### src/rtl/sync_fifo_pkg.sv
// Shared helpers for the sync_fifo family: a constant clog2, a power-of-two test,
// and an elaboration-time parameter check macro. FWFT is selected by SYNC_FIFO_FWFT_EN.
package sync_fifo_pkg;

   function automatic int clog2(input int value);
      int result;
      result = 0;
      while ((1 << result) < value) result++;
      return result;
   endfunction

   function automatic bit is_pow2(input int value);
      return (value >= 2) && ((value & (value - 1)) == 0);
   endfunction

endpackage

`ifndef SYNC_FIFO_PARAM_CHECK
// Used inside a module body: stops elaboration on an unusable configuration.
`define SYNC_FIFO_PARAM_CHECK(D, AF, AE) \
   if (!sync_fifo_pkg::is_pow2(D) || ((AF) < 0) || ((AF) > (D)) || ((AE) < 0) || ((AE) > (D))) begin : g_param_check \
      $fatal(1, "sync_fifo: DEPTH must be a power of two >= 2 and thresholds within 0..DEPTH"); \
   end
`endif

### src/rtl/sync_fifo_ram.sv
// 1W/1R storage array: synchronous write; read is asynchronous with SYNC_FIFO_FWFT_EN,
// otherwise a reset-to-zero output register loaded on read.
module sync_fifo_ram #(
   parameter int WIDTH = 8,
   parameter int DEPTH = 16,
   parameter int AW    = 4
) (
   input  logic             clk,
   input  logic             rst_n,
   input  logic             we,
   input  logic [AW-1:0]    waddr,
   input  logic [WIDTH-1:0] wdata,
   input  logic             re,
   input  logic [AW-1:0]    raddr,
   output logic [WIDTH-1:0] rdata
);

   logic [WIDTH-1:0] mem [DEPTH];

   // Storage deliberately has no reset; only the pointers define validity.
   always_ff @(posedge clk) begin
      if (we) mem[waddr] <= wdata;
   end

`ifdef SYNC_FIFO_FWFT_EN
   logic unused_rd_ctrl;
   assign unused_rd_ctrl = re ^ rst_n;
   assign rdata = mem[raddr];
`else
   // At full with a simultaneous write to the same slot this captures the old word.
   always_ff @(posedge clk or negedge rst_n) begin
      if (!rst_n)  rdata <= '0;
      else if (re) rdata <= mem[raddr];
   end
`endif

endmodule

### src/rtl/sync_fifo_flex.sv
// Single-clock FIFO with occupancy count, almost-full/empty flags and error pulses.
// Define SYNC_FIFO_FWFT_EN for first-word-fall-through read data.
module sync_fifo_flex
   import sync_fifo_pkg::*;
#(
   parameter int WIDTH     = 8,
   parameter int DEPTH     = 16,
   parameter int AF_THRESH = DEPTH - 2,
   parameter int AE_THRESH = 2,
   parameter int PTR_WIDTH = clog2(DEPTH)
) (
   input  logic                 clk_i,
   input  logic                 rst_i,
   input  logic                 wr_en_i,
   input  logic [WIDTH-1:0]     wdata_i,
   input  logic                 rd_en_i,
   output logic [WIDTH-1:0]     rdata_o,
   output logic                 full_o,
   output logic                 empty_o,
   output logic                 almost_full_o,
   output logic                 almost_empty_o,
   output logic [PTR_WIDTH:0]   count_o,
   output logic                 wr_error_o,
   output logic                 rd_error_o
);

   `SYNC_FIFO_PARAM_CHECK(DEPTH, AF_THRESH, AE_THRESH)

   localparam logic [PTR_WIDTH:0] CNT_ONE  = (PTR_WIDTH + 1)'(1);
   localparam logic [PTR_WIDTH:0] CNT_FULL = (PTR_WIDTH + 1)'(DEPTH);
   localparam logic [PTR_WIDTH:0] CNT_AF   = (PTR_WIDTH + 1)'(AF_THRESH);
   localparam logic [PTR_WIDTH:0] CNT_AE   = (PTR_WIDTH + 1)'(AE_THRESH);

   logic [PTR_WIDTH:0] wr_ptr;
   logic [PTR_WIDTH:0] rd_ptr;
   logic [PTR_WIDTH:0] count_next;
   logic               rd_acc;
   logic               wr_acc;
   logic [WIDTH-1:0]   ram_rdata;

   // A write at full still goes through when a read frees the slot this cycle.
   assign rd_acc = rd_en_i & ~empty_o;
   assign wr_acc = wr_en_i & (~full_o | rd_acc);

   always_comb begin
      count_next = count_o;
      if (wr_acc && !rd_acc)      count_next = count_o + CNT_ONE;
      else if (rd_acc && !wr_acc) count_next = count_o - CNT_ONE;
   end

   // Pointers carry an extra wrap bit so every entry is usable.
   always_ff @(posedge clk_i or negedge rst_i) begin
      if (!rst_i) begin
         wr_ptr <= '0;
         rd_ptr <= '0;
      end else begin
         if (wr_acc) wr_ptr <= wr_ptr + CNT_ONE;
         if (rd_acc) rd_ptr <= rd_ptr + CNT_ONE;
      end
   end

   // Flags come from the next count so they line up with count_o.
   always_ff @(posedge clk_i or negedge rst_i) begin
      if (!rst_i) begin
         count_o        <= '0;
         full_o         <= 1'b0;
         empty_o        <= 1'b1;
         almost_full_o  <= 1'b0;
         almost_empty_o <= 1'b1;
         wr_error_o     <= 1'b0;
         rd_error_o     <= 1'b0;
      end else begin
         count_o        <= count_next;
         full_o         <= (count_next == CNT_FULL);
         empty_o        <= (count_next == '0);
         almost_full_o  <= (count_next >= CNT_AF);
         almost_empty_o <= (count_next <= CNT_AE);
         wr_error_o     <= wr_en_i & ~wr_acc;
         rd_error_o     <= rd_en_i & ~rd_acc;
      end
   end

   sync_fifo_ram #(
      .WIDTH (WIDTH),
      .DEPTH (DEPTH),
      .AW    (PTR_WIDTH)
   ) u_ram (
      .clk   (clk_i),
      .rst_n (rst_i),
      .we    (wr_acc),
      .waddr (wr_ptr[PTR_WIDTH-1:0]),
      .wdata (wdata_i),
      .re    (rd_acc),
      .raddr (rd_ptr[PTR_WIDTH-1:0]),
      .rdata (ram_rdata)
   );

`ifdef SYNC_FIFO_FWFT_EN
   assign rdata_o = empty_o ? '0 : ram_rdata;
`else
   assign rdata_o = ram_rdata;
`endif

endmodule

### config.mk
export PLATFORM = sky130hd
export DESIGN_NAME = sync_fifo_flex
export DESIGN_NICKNAME = d
export VERILOG_FILES = /design/src/rtl/sync_fifo_pkg.sv /design/src/rtl/sync_fifo_ram.sv /design/src/rtl/sync_fifo_flex.sv
export SDC_FILE = /design/constraint.sdc
export NUM_CORES = 1
export LEC_CHECK = 0
export ABC_AREA = 1
export CAP_MARGIN = 10
export CORE_ASPECT_RATIO = 1.75
export CORE_MARGIN = 8
export CORE_UTILIZATION = 30
export CTS_BUF_LIST = sky130_fd_sc_hd__clkbuf_4 sky130_fd_sc_hd__clkbuf_8 sky130_fd_sc_hd__clkbuf_16
export DETAILED_ROUTE_END_ITERATION = 6
export PLACE_DENSITY = 0.57
export SYNTH_ARGS = -nofsm -noshare
export SYNTH_HDL_FRONTEND = slang
export SYNTH_SLANG_ARGS = --single-unit
### constraint.sdc
create_clock -name clk_i -period 2.3 [get_ports clk_i]
set_input_delay 0.46 -clock clk_i [delete_from_list [all_inputs] [get_ports clk_i]]
set_output_delay 0.46 -clock clk_i [all_outputs]
set_load 0.05 [all_outputs]
==> results.toml, run 1 <==
[grt]
grt_util_met3_pct = 2.186
grt_busiest_layer = "met2"
antenna_found_initial = 0
grt_pass1_wl_um = 24000
met1_usage_pct = 11.46
grt_pass1_vias = 4312
grt_max_degree = 67
gr-total-overflow = 0
use_met2_pct = 23.18
grt_use_total_pct = 12.22

[final_layout]
postLayoutCoreUtil_pct = 36.76
final_cells = 879
design.final.nets = 630
final_cell_area_um2 = 7838
syn_to_final_growth_pct = 21.58
drive_gt1_share_pct = 13.46
fill_cells = 2034
n_antenna_cell = 0

[synthesis]
synth_common_cells = "nand2_1 (178), edfxtp_1 (128), nand3_1 (69), dfrtp_1 (25), nor2_1 (22)"
synth.top_cell.area_share_pct = 59.63
synth_seq_cells = 155
yosys_most_used_dff = "edfxtp_1"
yosysTopAreaCell = "edfxtp_1"
synth_edf_count = 128
syn_area_per_cell_um2 = 11.66
seq_area_frac_synth_pct = 70.15
synth.area.top_cells = "edfxtp_1 (60%), nand2_1 (10%), dfrtp_1 (9.7%)"
ys_async_sr_fraction_pct = 17.42
syn_inst = 553
synth_nets = 572
synth_warnings = 0
yosysUniqueCellTypes = 28
syn-cell-area_um2 = 6446
synth_most_common_cell = "nand2_1"

[cts]
cts_tree = "yes"
path_clk_slew_ns = 0.06
clock-root-buffer = "clkbuf_16"
post_cts_buffers = 0
cts.sinks = 155
clockBufferDepth = 2
insertion_delay_ns = 0.42
cts_buffers = 17
ctsHoldBuffers = 0
ctsHtreeMaxLevel = 4

[worst_setup_path]
crit_chain = "clkdlybuf4s50_1"
cp.arrival_ns = 1.76
slowest_stage = "clkdlybuf4s50_1"
r2r-start = "empty_o$_DFF_PN1_"
cpPeakStageDelay_ns = 0.87
cp_num_buf_inv = 1
required_ns = 1.84
crit_family = "buffers and inverters"
critPathKind = "reg2out"
critPathMaxFanout = 8
cp-start-kind = "register"
crit_start = "count_o[2]$_DFF_PN0_"
end_kind = "output port"

[route]
via_count = 4164
wl_um = 15480
vias_per_cell = 4.737
first_iter_violations = 299
drcViolationCount = 0
dr.pass1.iters = 4
post_drt_wl_per_cell_um = 17.61
final_antenna_net_count = 0

[die]
coreArea_um2 = 21320
start_util_pct = 30.23
io_pins = 31
die_y_um = 209.9
dieArea_um2 = 26620
placementRows = 71
fp.dieW_um = 126.8

[pwr]
power.leakage_nw = 3.026
total_power_mw = 10.13
irDropWorstVdd_mv = 0.6055
powerDensity_nw_per_um2 = 1292

[place]
io_buffers = 30
place.gp.congestion = 0.8432
place_ws_ns = 0.1106
place_hpwl_um = 11110
placed_area_um2 = 7209
dp.cells = 847

[sta]
worst_slack_ns = 0.07506
rsz0062_at_grt = "false"
hold_viol = 0
fmax_mhz = 449.5
fin_crit_ns = 2.225
whs_ns = 0.4068
setup_viol = 0
finalClockSkew_ns = 0.01102
slew_violations = 0
tns_ns = 0
tightest_slew_ns = 0.5482
slew_headroom_pct = 63.34
period_share_pct = 96.74

[flow_run]
maxCapViolations = 0

[worst_hold_path]
min-delay-path-class = "in2async"

[run_status]
status = "finished, final reports clean"
repair_timing:
item                                    CTS  global route
hold endpoints to repair                  0             0
endpoints found under the setup margin    1             0
resized for setup                         1             0
worst reg2reg max path, stage by stage, from the launching register on:
cell     delay (ns)
dfstp_2        0.59
inv_2          0.06
nand2_2        0.07
buf_4          0.21
nand3_4        0.14
inv_2          0.13
nand2_1        0.07
nand2_1        0.13
nand3_1        0.11
nor2_1         0.12
where the power goes:
part,switching [mW],internal (mW),leakage (nW)
combinational,2.44,1.09,1.23
sequential,0.274,3.48,1.48
clock,1.05,1.80,0.318
per-layer routing:
metal	vias up	share of wire, %	wire length, um
met3	36	3.7	571
met2	105	56	8655
met1	1999	36	5534
li1	2024	-	-
met5	-	0	0
met4	0	4.7	720
registers in the layout, indices dropped and copies added (netlist names):
| register | count |
|---|---|
| u_ram.mem | 128 |
| wr_ptr | 4 |
| empty_o | 1 |
| full_o | 1 |
| almost_full_o | 1 |
| rd_ptr | 4 |
| wr_error_o | 1 |
| u_ram.rdata | 8 |
| rd_error_o | 1 |
| count_o | 5 |
| almost_empty_o | 1 |
final cells by class:
class / count / area [um^2] / area share (%)
Clock buffer: 24 / 554.3 / 7.072
Clock inverter: 8 / 75.07 / 0.9579
Inverter: 24 / 90.09 / 1.149
Multi-Input combinational cell: 350 / 1704 / 21.74
Sequential cell: 155 / 4523 / 57.71
Tap cell: 255 / 319.1 / 4.071
Timing Repair Buffer: 63 / 571.8 / 7.296
cell families (layout without fill, tap and decap cells):
logic type	count (synthesis)	count (layout)	share of synthesized area, %
xor gates and xnor gates	9	9	1.223
buffers and inverters	48	119	3.416
AOI/OAI and AO/OA	52	52	5.338
adders and majority gates	7	7	1.359
and+or+nand+nor	282	282	18.52
DFF	155	155	70.15
layout by cell type, fill, tap and decap left out, drive strengths merged:
cell,instances
ha,7
clkinv,6
dlygate4sd2,1
o211ai,16
o21ai,2
a21boi,16
nand2,182
nand3,71
a21oi,18
clkdlybuf4s50,29
nand4,1
inv,25
dfrtp,25
buf,33
bufinv,1
xnor2,1
edfxtp,128
xor2,8
nor3,3
dfstp,2
clkbuf,24
nor2,25
final timing paths:
check / end / slack [ns] / depth (start not counted)
worst max-delay path: count_o[2] / 0.08 / 1
worst min register to register: u_ram.rdata[2]$_DFFE_PN0P_ / 0.48 / 2
min in group clk_i: u_ram.rdata[2]$_DFFE_PN0P_ / 0.48 / 2
worst max register to register: full_o$_DFF_PN0_ / 0.61 / 9
worst min-delay path: wr_error_o$_DFF_PN0_ / 0.41 / 2
max in group asynchronous: almost_empty_o$_DFF_PN1_ / 1.58 / 2
No activity file was read; power rests on OpenSTA's default activity.
==> inputs of run 2 (changes only) <==
Settings changed: CORE_UTILIZATION 30 to 40, GPL_ROUTABILITY_DRIVEN set to 0, PLACE_DENSITY 0.57 to 0.69.
==> run 2 against run 1 <==
  * Critical path depth stayed put
  * Critical path type unchanged
  * Largest power group unchanged
  * Global-route usage is 3.6 points higher
  * Worst setup slack got worse by 0.033 ns
==> results.toml, run 2 (synthesis gave the netlist of run 1 again) <==
[route]
post_drt_wl_per_cell_um = 19.33
first_iter_violations = 406
via_count = 4334
dr.pass1.iters = 7
final_antenna_net_count = 0
vias_per_cell = 5.337
wl_um = 15700
drcViolationCount = 0

[sta]
period_share_pct = 98.17
fmax_mhz = 442.9
slew_headroom_pct = 65.72
whs_ns = 0.4107
finalClockSkew_ns = 0.007992
slew_violations = 0
fin_crit_ns = 2.258
tightest_slew_ns = 0.5125
rsz0062_at_grt = "false"
setup_viol = 0
hold_viol = 0
tns_ns = 0
worst_slack_ns = 0.04212

[worst_setup_path]
crit_family = "buffers and inverters"
worstSetupPathDepth = 1
cp.arrival_ns = 1.80
slowest_stage = "clkdlybuf4s50_1"
cp_num_buf_inv = 1
required_ns = 1.84
r2r_end = "empty_o$_DFF_PN1_"
r2r_slack_ns = 0.57
critPathMaxFanout = 4
crit_chain = "clkdlybuf4s50_1"
cpPeakStageDelay_ns = 0.81
cp-start-kind = "register"
r2r-start = "empty_o$_DFF_PN1_"
end_kind = "output port"
reg2regPathDepth = 9
critPathKind = "reg2out"

[grt]
grt_pass1_wl_um = 24180
grt_use_total_pct = 15.86
grt_pass1_vias = 4388
antenna_found_initial = 0
grt_max_degree = 67
gr-total-overflow = 0

[die]
coreArea_um2 = 15880
start_util_pct = 40.61
io_pins = 31
dieArea_um2 = 20590
die_y_um = 183.9
placementRows = 61
fp.dieW_um = 112.0

[cts]
post_cts_buffers = 0
clockBufferDepth = 2
path_clk_slew_ns = 0.07
ctsHtreeMaxLevel = 4
cts_buffers = 17
insertion_delay_ns = 0.42
clock-root-buffer = "clkbuf_16"
cts.sinks = 155
ctsHoldBuffers = 0
ctsResizeCount = 0
cts_tree = "yes"

[place]
dp.cells = 780
place_hpwl_um = 10950
io_buffers = 30
placed_area_um2 = 7119
place_ws_ns = 0.01794

[final_layout]
n_antenna_cell = 0
final_cell_mix = "nand2_1 (178), edfxtp_1 (128), nand3_1 (69), clkdlybuf4s50_1 (30), buf_4 (30)"
syn_to_final_growth_pct = 20.09
largest_register_ffs = 128
design.final.nets = 629
fill_cells = 1354
final_common_cell = "nand2_1"
drive_gt1_share_pct = 13.32
final_cells = 812
final_cell_area_um2 = 7741
regMostFlops = "u_ram.mem"
top_regs = "u_ram.mem (128), u_ram.rdata (8), count_o (5)"

[pwr]
irDropWorstVdd_mv = 0.5258
power.leakage_nw = 3.002
powerDensity_nw_per_um2 = 1318

[worst_hold_path]
min-delay-path-class = "in2async"

[run_status]
status = "finished, final reports clean"

[flow_run]
maxCapViolations = 0
run 2: metrics by stage:
stage | power, mW | utilization, %
2_1_floorplan | 6.162 | -
6_report | 10.20 | 48.76
5_1_grt | 10.69 | 48.76
4_1_cts | 10.21 | 48.76
3_3_place_gp | 7.217 | 44.85
3_5_place_dp | 7.329 | 44.85
run 2: where the power goes:
part           leakage, nW  internal [mW]  switching (mW)
clock network        0.300           1.66            1.21
registers             1.48           3.48           0.256
logic                 1.22           1.09            2.50
run 2: layout make-up:
class	instances	area, um^2	area share (%)
well taps	189	236.5	3.055
repair buffers	62	565.5	7.306
clock buffers	17	425.4	5.495
multi-input cells	350	1704	22.01
inverters	24	90.09	1.164
flip-flops and latches	155	4523	58.43
clock inverters	15	196.4	2.538
run 2: metal layers:
| metal | track usage (%) | vias to the layer above | wire length (um) |
|---|---|---|---|
| met1 | 15.50 | 2086 | 5506 |
| met3 | 3.257 | 36 | 818 |
| li1 | - | 2028 | - |
| met2 | 30.22 | 184 | 8776 |
| met5 | 0 | - | 0 |
| met4 | 9.066 | 0 | 595 |
run 2: how the worst max path moves through the flow:
stage                 startpoint                    endpoint  slack (ns)
2_1_floorplan   full_o$_DFF_PN0_  u_ram.mem[11][0]$_DFFE_PP_        0.45
3_3_place_gp             rd_en_i   u_ram.mem[7][4]$_DFFE_PP_        0.08
3_5_place_dp             rd_en_i   u_ram.mem[7][7]$_DFFE_PP_        0.02
4_1_cts        empty_o$_DFF_PN1_                     empty_o        0.02
5_1_grt        empty_o$_DFF_PN1_                     empty_o        0.01
6_report       empty_o$_DFF_PN1_                     empty_o        0.04
run 2: worst reg2reg max path: stages (launching register included):
cell and delay, ns:
dfstp_2 0.56, inv_2 0.05, nand2_2 0.06, buf_4 0.22
nand3_4 0.14, inv_2 0.12, nand2_1 0.06, nand2_1 0.13
nand3_1 0.13, nor2_1 0.18
==> inputs of run 3 (changes only) <==
Settings changed: CAP_MARGIN 10 to unset, SKIP_LAST_GASP set to 1.
==> results of run 3 <==
The final DEF is identical to that of run 2; final timing and power are the same.
